File: src/rtl/pipe_stage_buffer.sv
// pipe_stage_buffer
//   Elastic pipeline stage register with a one-entry skid buffer.
//   Carries a data word plus a control bundle between two pipeline stages
//   under a valid/ready handshake. A flush squashes everything held. A
//   saturating counter records the cycles the output was stalled.
//
// Ports
//   clk, reset          clock; synchronous active-high reset
//   in_valid/in_ready   upstream handshake (in_ready = skid empty)
//   in_data, in_ctrl    upstream payload and control bundle
//   flush               invalidate all held entries at the next edge
//   out_valid/out_ready downstream handshake
//   out_data, out_ctrl  head entry (NOP_DATA / 0 while no entry is valid)
//   occupancy           number of entries held (0..2)
//   stall_count         cycles with out_valid && !out_ready, saturating
module pipe_stage_buffer #(
  parameter int                DATA_W   = 32,
  parameter int                CTRL_W   = 20,
  parameter logic [DATA_W-1:0] NOP_DATA = {DATA_W{1'b0}},
  parameter int                CNT_W    = 16
) (
  input  logic              clk,
  input  logic              reset,
  input  logic              in_valid,
  output logic              in_ready,
  input  logic [DATA_W-1:0] in_data,
  input  logic [CTRL_W-1:0] in_ctrl,
  input  logic              flush,
  output logic              out_valid,
  input  logic              out_ready,
  output logic [DATA_W-1:0] out_data,
  output logic [CTRL_W-1:0] out_ctrl,
  output logic [1:0]        occupancy,
  output logic [CNT_W-1:0]  stall_count
);

  typedef struct packed {
    logic [DATA_W-1:0] data;
    logic [CTRL_W-1:0] ctrl;
  } entry_t;

  entry_t           main_q, skid_q;
  logic             main_v, skid_v;
  logic [CNT_W-1:0] stall_q;
  entry_t           in_ent;
  logic             accept, drain;

  assign in_ent = '{data: in_data, ctrl: in_ctrl};

  // in_ready comes only from registered state, so no out_ready->in_ready path.
  assign in_ready = !skid_v;
  assign accept   = in_valid && in_ready;
  assign drain    = main_v && out_ready;

  // Payload registers: no reset needed, the valid flags gate every use.
  // Invariant: skid only holds an entry while main does, so an empty main
  // implies an empty skid and the main-empty branch never touches skid.
  always_ff @(posedge clk) begin
    if (reset) begin
      main_v <= 1'b0;
      skid_v <= 1'b0;
    end else if (flush) begin
      main_v <= 1'b0;
      skid_v <= 1'b0;
    end else if (!main_v) begin
      if (accept) begin
        main_q <= in_ent;
        main_v <= 1'b1;
      end
    end else if (drain) begin
      if (skid_v) begin
        // accept cannot happen here: in_ready is low while skid is full
        main_q <= skid_q;
        skid_v <= 1'b0;
      end else if (accept) begin
        main_q <= in_ent;
      end else begin
        main_v <= 1'b0;
      end
    end else if (accept) begin
      skid_q <= in_ent;
      skid_v <= 1'b1;
    end
  end

  // Stall counter survives flush; only reset clears it.
  always_ff @(posedge clk) begin
    if (reset)
      stall_q <= '0;
    else if (main_v && !out_ready && (stall_q != {CNT_W{1'b1}}))
      stall_q <= stall_q + 1'b1;
  end

  assign out_valid   = main_v;
  assign out_data    = main_v ? main_q.data : NOP_DATA;
  assign out_ctrl    = main_v ? main_q.ctrl : '0;
  assign occupancy   = {1'b0, main_v} + {1'b0, skid_v};
  assign stall_count = stall_q;

endmodule

File: config.mk
export PLATFORM = sky130hd
export DESIGN_NAME = pipe_stage_buffer
export DESIGN_NICKNAME = d
export VERILOG_FILES = /design/src/rtl/pipe_stage_buffer.sv
export SDC_FILE = /design/constraint.sdc
export NUM_CORES = 1
export LEC_CHECK = 0
export BUFFER_PORTS_ARGS = -buffer_cell sky130_fd_sc_hd__buf_2
export CORE_ASPECT_RATIO = 0.9
export CORE_MARGIN = 4
export CORE_UTILIZATION = 59
export CTS_BUF_LIST = sky130_fd_sc_hd__clkbuf_2
export CTS_CLUSTER_DIAMETER = 150
export DETAILED_ROUTE_END_ITERATION = 6
export PLACE_DENSITY = 0.87
export SLEW_MARGIN = 15
export SYNTH_ARGS = -nofsm -noshare
export SYNTH_HDL_FRONTEND = slang
export SYNTH_SLANG_ARGS = --single-unit
File: constraint.sdc
create_clock -name clk -period 16.5 [get_ports clk]
set_clock_uncertainty 0.2 [all_clocks]
set_input_delay 3.3 -clock clk [delete_from_list [all_inputs] [get_ports clk]]
set_output_delay 3.3 -clock clk [all_outputs]
set_load 0.01 [all_outputs]
# Word-level counts from Yosys, hierarchy flattened
# Index checks and enable logic that the tools add are counted.
[totals] register_bits=122 word_cells=37
[op_classes] add_sub_neg=2 eq_ne=2 n_mux=12 n_bitwise=3 reduce_logical=11
[ops] op="52-bit 2-to-1 mux" count=4
[ops] op="32-bit 2-to-1 mux" count=1
[ops] op="20-bit 2-to-1 mux" count=1
[ops] op="16-bit by 1-bit adder with 16-bit output, second input constant" count=1
[ops] op="16-bit != test, second input constant" count=1
[ops] op="1-bit 2-to-1 mux" count=6
[ops] op="5-bit AND reduction" count=1
[ops] op="1-bit logical AND" count=4
[ops] op="1-bit inverter" count=3
[ops] op="3-bit AND reduction" count=1
[ops] op="1-bit by 1-bit adder with 2-bit output" count=1
[ops] op="1-bit zero test" count=2
[ops] op="2-bit by 1-bit != test with 1-bit output, second input constant" count=1
[ops] op="2-bit AND reduction" count=1
[ops] op="2-bit nonzero test" count=1
[ops] op="2-bit OR reduction" count=1

# Depth between registers and ports, before layout
[depth] word_depth=6 ltp_mapped=6

# Least setup slack after synthesis
# OpenSTA, ideal clock, no wires.
[synth_timing] path_type="input-to-reg" from="in in_valid" to="reg skid_q[0] (netlist name) (enable)" setup_time_ns=0.526 arrival_ns=7.591 slack_ns=8.183 stages=5 path_buffers=2 cell_sequence="nor2b_1 -> clkbuf_1 -> clkbuf_1 -> nand2_1 -> nor3_1"
[synth_via] elab_chain_cells=2
[synth_lines] item="start: declaration" line_no="24" rtl="input logic in_valid,"
[synth_lines] item="1-bit logical AND" line_no="52" rtl="assign accept = in_valid && in_ready;"
[synth_lines] item="5-bit AND reduction (no source line)"
[synth_lines] item="end signal: assignment" line_no="81" rtl="skid_q <= in_ent;"
[synth_lines] item="end: declaration" line_no="42" rtl="entry_t main_q, skid_q;"
# Every way passes these cells.
# A chain may end at the register's enable or synchronous reset.

# Worst setup path in the final report
[layout_timing] from="reg main_v, in the netlist out_valid" to="out occupancy[0]"
[layout_via] elab_chain_cells=1
[layout_lines] item="start: declaration" line_no="43" rtl="logic main_v, skid_v;"
[layout_lines] item="start signal: assignment" line_no="60" rtl="main_v <= 1'b0;"
[layout_lines] item="start signal: assignment" line_no="63" rtl="main_v <= 1'b0;"
[layout_lines] item="start signal: assignment" line_no="68" rtl="main_v <= 1'b1;"
[layout_lines] item="1-bit by 1-bit adder with 2-bit output" line_no="97" rtl="assign occupancy = {1'b0, main_v} + {1'b0, skid_v};"
[layout_lines] item="end: declaration" line_no="33" rtl="output logic [1:0] occupancy,"
# Every way passes these cells.

==> flow_summary.toml <==
[synthesis]
synth_top_area_share_pct = 59.2
synth_ff_type = "edfxtp_1"
synth_seq_cells = 122
synth_area_um2 = 5280
async_flop_share_pct = 0
ys_seq_area_share_pct = 66.0
synth_top_area_cell = "edfxtp_1"
syn-num-nets = 508
synth_edf_count = 104
ys_warn_count = 0
synth_cell_types = 37
synth_area_per_cell_um2 = 11.8
synth_cells = 449
synthTopCellsByArea = "edfxtp_1, nand2_1, a22oi_1"

[floorplanning]
die-width_um = 108
core_area_um2 = 8650
initial_core_util_pct = 61.0
die_area_um2 = 10500
row_count = 32
io_pins = 129
die_h_um = 97.7

[place]
gp_congestion = 0.859
io_buffers = 128
dpl.hpwl_mm = 8.06

[global_route]
grt_use_total_pct = 23.4
grt_pass1_wl_mm = 19.5
grt_max_degree = 62
antenna_found_initial = 0
grt_pass1_vias = 3996
overflow = 0

[timing]
slew_violations = 0
timing.final.hold_violations = 0
tns_ns = 0
rsz0062_at_grt = "no"
setup_viol = 0
hold_ws_ns = 0.334
fmax_mhz = 178
fin_crit_ns = 5.61
tightest_slew_ns = 1.13
fin_crit_sh_pct = 34.0
slew_headroom_pct = 24.6

[critical_path]
cp_slowest_cell = "dfxtp_2"
critPathMaxStageDelay_ns = 0.99
critPathRequiredTime_ns = 13.00
cp-end-kind = "output pin"
setup.worst_path.class = "flop to output pin"
crit_buf_inv = 1
r2r_start = "out_valid"
crit_path_cell_trace = "ha_1 > buf_2"
worstPathArrival_ns = 2.11
ff2ff_path_depth = 4
crit_path_max_fanout = 61
rrSetupSlack_ns = 13.36
r2r-end = "main_q[22]"
critPathLaunchType = "flop"
path_delay_family = "flip-flops"

[power]
cellLeakagePower_nw = 2.64
ir_drop_mv = 0.0529
finalPower_uw = 599
powerDensity_nw_per_um2 = 95.2

[route]
drcViolationCount = 0
vias = 4119
dr.pass1.iters = 6
first_iter_violations = 384
vias_per_cell = 5.83
drtAntennaViolNets = 0
detail_route.wl_per_cell_um = 17.4
finalWirelength_mm = 12.3

[finish]
drive_gt1_share_pct = 29.3
fin_util_pct = 72.8
nets = 633
area_delta_synth_final_pct = 19.3
diodes = 0

[run_status]
run_status = "finished, final reports clean"

[clock_tree]
clockBufferDepth = 2
clock-sinks = 122
cts_inserted_buffers = 17
cts_setup_buffers = 0
ctsResizeCount = 0
cts_tree = "yes"
cts_hold_buf = 0
htreeDepth = 4
clk_pin_slew_worst_paths_ns = 0.18
root_buffer = "clkbuf_2"
insertion_delay_ns = 0.62

[hold_path]
min_from = "stall_count[10]"
hold_depth = 2
hold_path.class = "flop to flop"
min_to = "stall_count[10]"

[job]
maxCapViolCount = 0
## area by class of cell
class                           count  area [um^2]
Clock buffer                       18         90.1
Clock inverter                     14          179
Fill cell                         622         2350
Inverter                            4         15.0
Multi-Input combinational cell    297         1710
Sequential cell                   122         3480
Tap cell                          119          149
Timing Repair Buffer              132          671
## cell usage after synthesis, types with 2 or more instances
library cell and n:
or4_1 5, edfxtp_1 104, nor3_1 11, nor4_1 5, a211oi_1 2, nand3_1 3, o31ai_1 6, nand2_1 112
and2_1 53, nand4_1 3, ha_1 2, nor2b_1 3, dfxtp_1 18, nand2b_1 4, clkbuf_1 26, inv_1 4
a21oi_1 10, nor2_1 7, a22oi_1 52, mux2i_1 2
## routing by layer
metal / part of all wire [%] / track usage, % / vias to the layer above
li1: - / - / 1899
met2: 47 / 36.3 / 249
met3: 10 / 4.78 / 24
met4: 1.8 / 10.2 / 0
met5: 0 / 0 / -
met1: 41 / 32.2 / 1947
## through the flow
step	setup WS [ns]	instances	instance area [um^2]
after detailed placement	11.10	674	6030
after CTS	10.83	706	6300
after global placement	11.15	674	6030
after floorplan	8.18	449	5280
after global routing	10.68	706	6300
final	10.89	706	6300
## state kept, by name (all words and copies together) (netlist names)
signal and flops:
skid_q 52, skid_v 1, main_q 52, out_valid 1, stall_count 16
## power breakdown
group | internal [mW] | switching (mW)
logic | 0.0173 | 0.0246
clock network | 0.0982 | 0.110
registers | 0.344 | 0.00538
total | 0.459 | 0.140
## worst register-to-register path: cells and delay by family, from the launching register on
kind / cells / cell delay [ns]
flip-flops: 1 / 0.99
AND/OR/NAND/NOR: 4 / 1.72
## layout by cell type, fill, tap and decap left out, types with 6 or more instances in the layout
cell	synthesis	final
buf_2	0	128
nand2_1	112	112
edfxtp_1	104	104
a22oi_1	52	52
and2_1	53	52
clkbuf_2	0	18
dfxtp_1	18	17
a21oi_1	10	10
nor3_1	11	9
o31ai_1	6	6
nor2_1	7	6
## kinds of logic (layout without fill, tap and decap cells)
group           count (synthesis)  count (layout)  share of synthesized area, %
simple gates                  215             215                          20.3
fa+ha+maj                       2               2                         0.474
compound gates                 77              77                          10.5
mux                             3               3                         0.593
flops                         122             122                          66.0
buf+inv                        30             168                          2.13
## how the worst max path moves through the flow
| stage | slack, ns | to | depth (start not counted) | start |
|---|---|---|---|---|
| after floorplan | 8.18 | skid_q[0] | 5 | in_valid |
| after detailed placement | 11.10 | main_q[21] | 6 | in_valid |
| after CTS | 10.83 | occupancy[0] | 2 | out_valid |
| final | 10.89 | occupancy[0] | 2 | out_valid |
| after global routing | 10.68 | occupancy[0] | 2 | out_valid |
| after global placement | 11.15 | main_q[23] | 6 | in_valid |
Power figures use the tool's default switching activity.
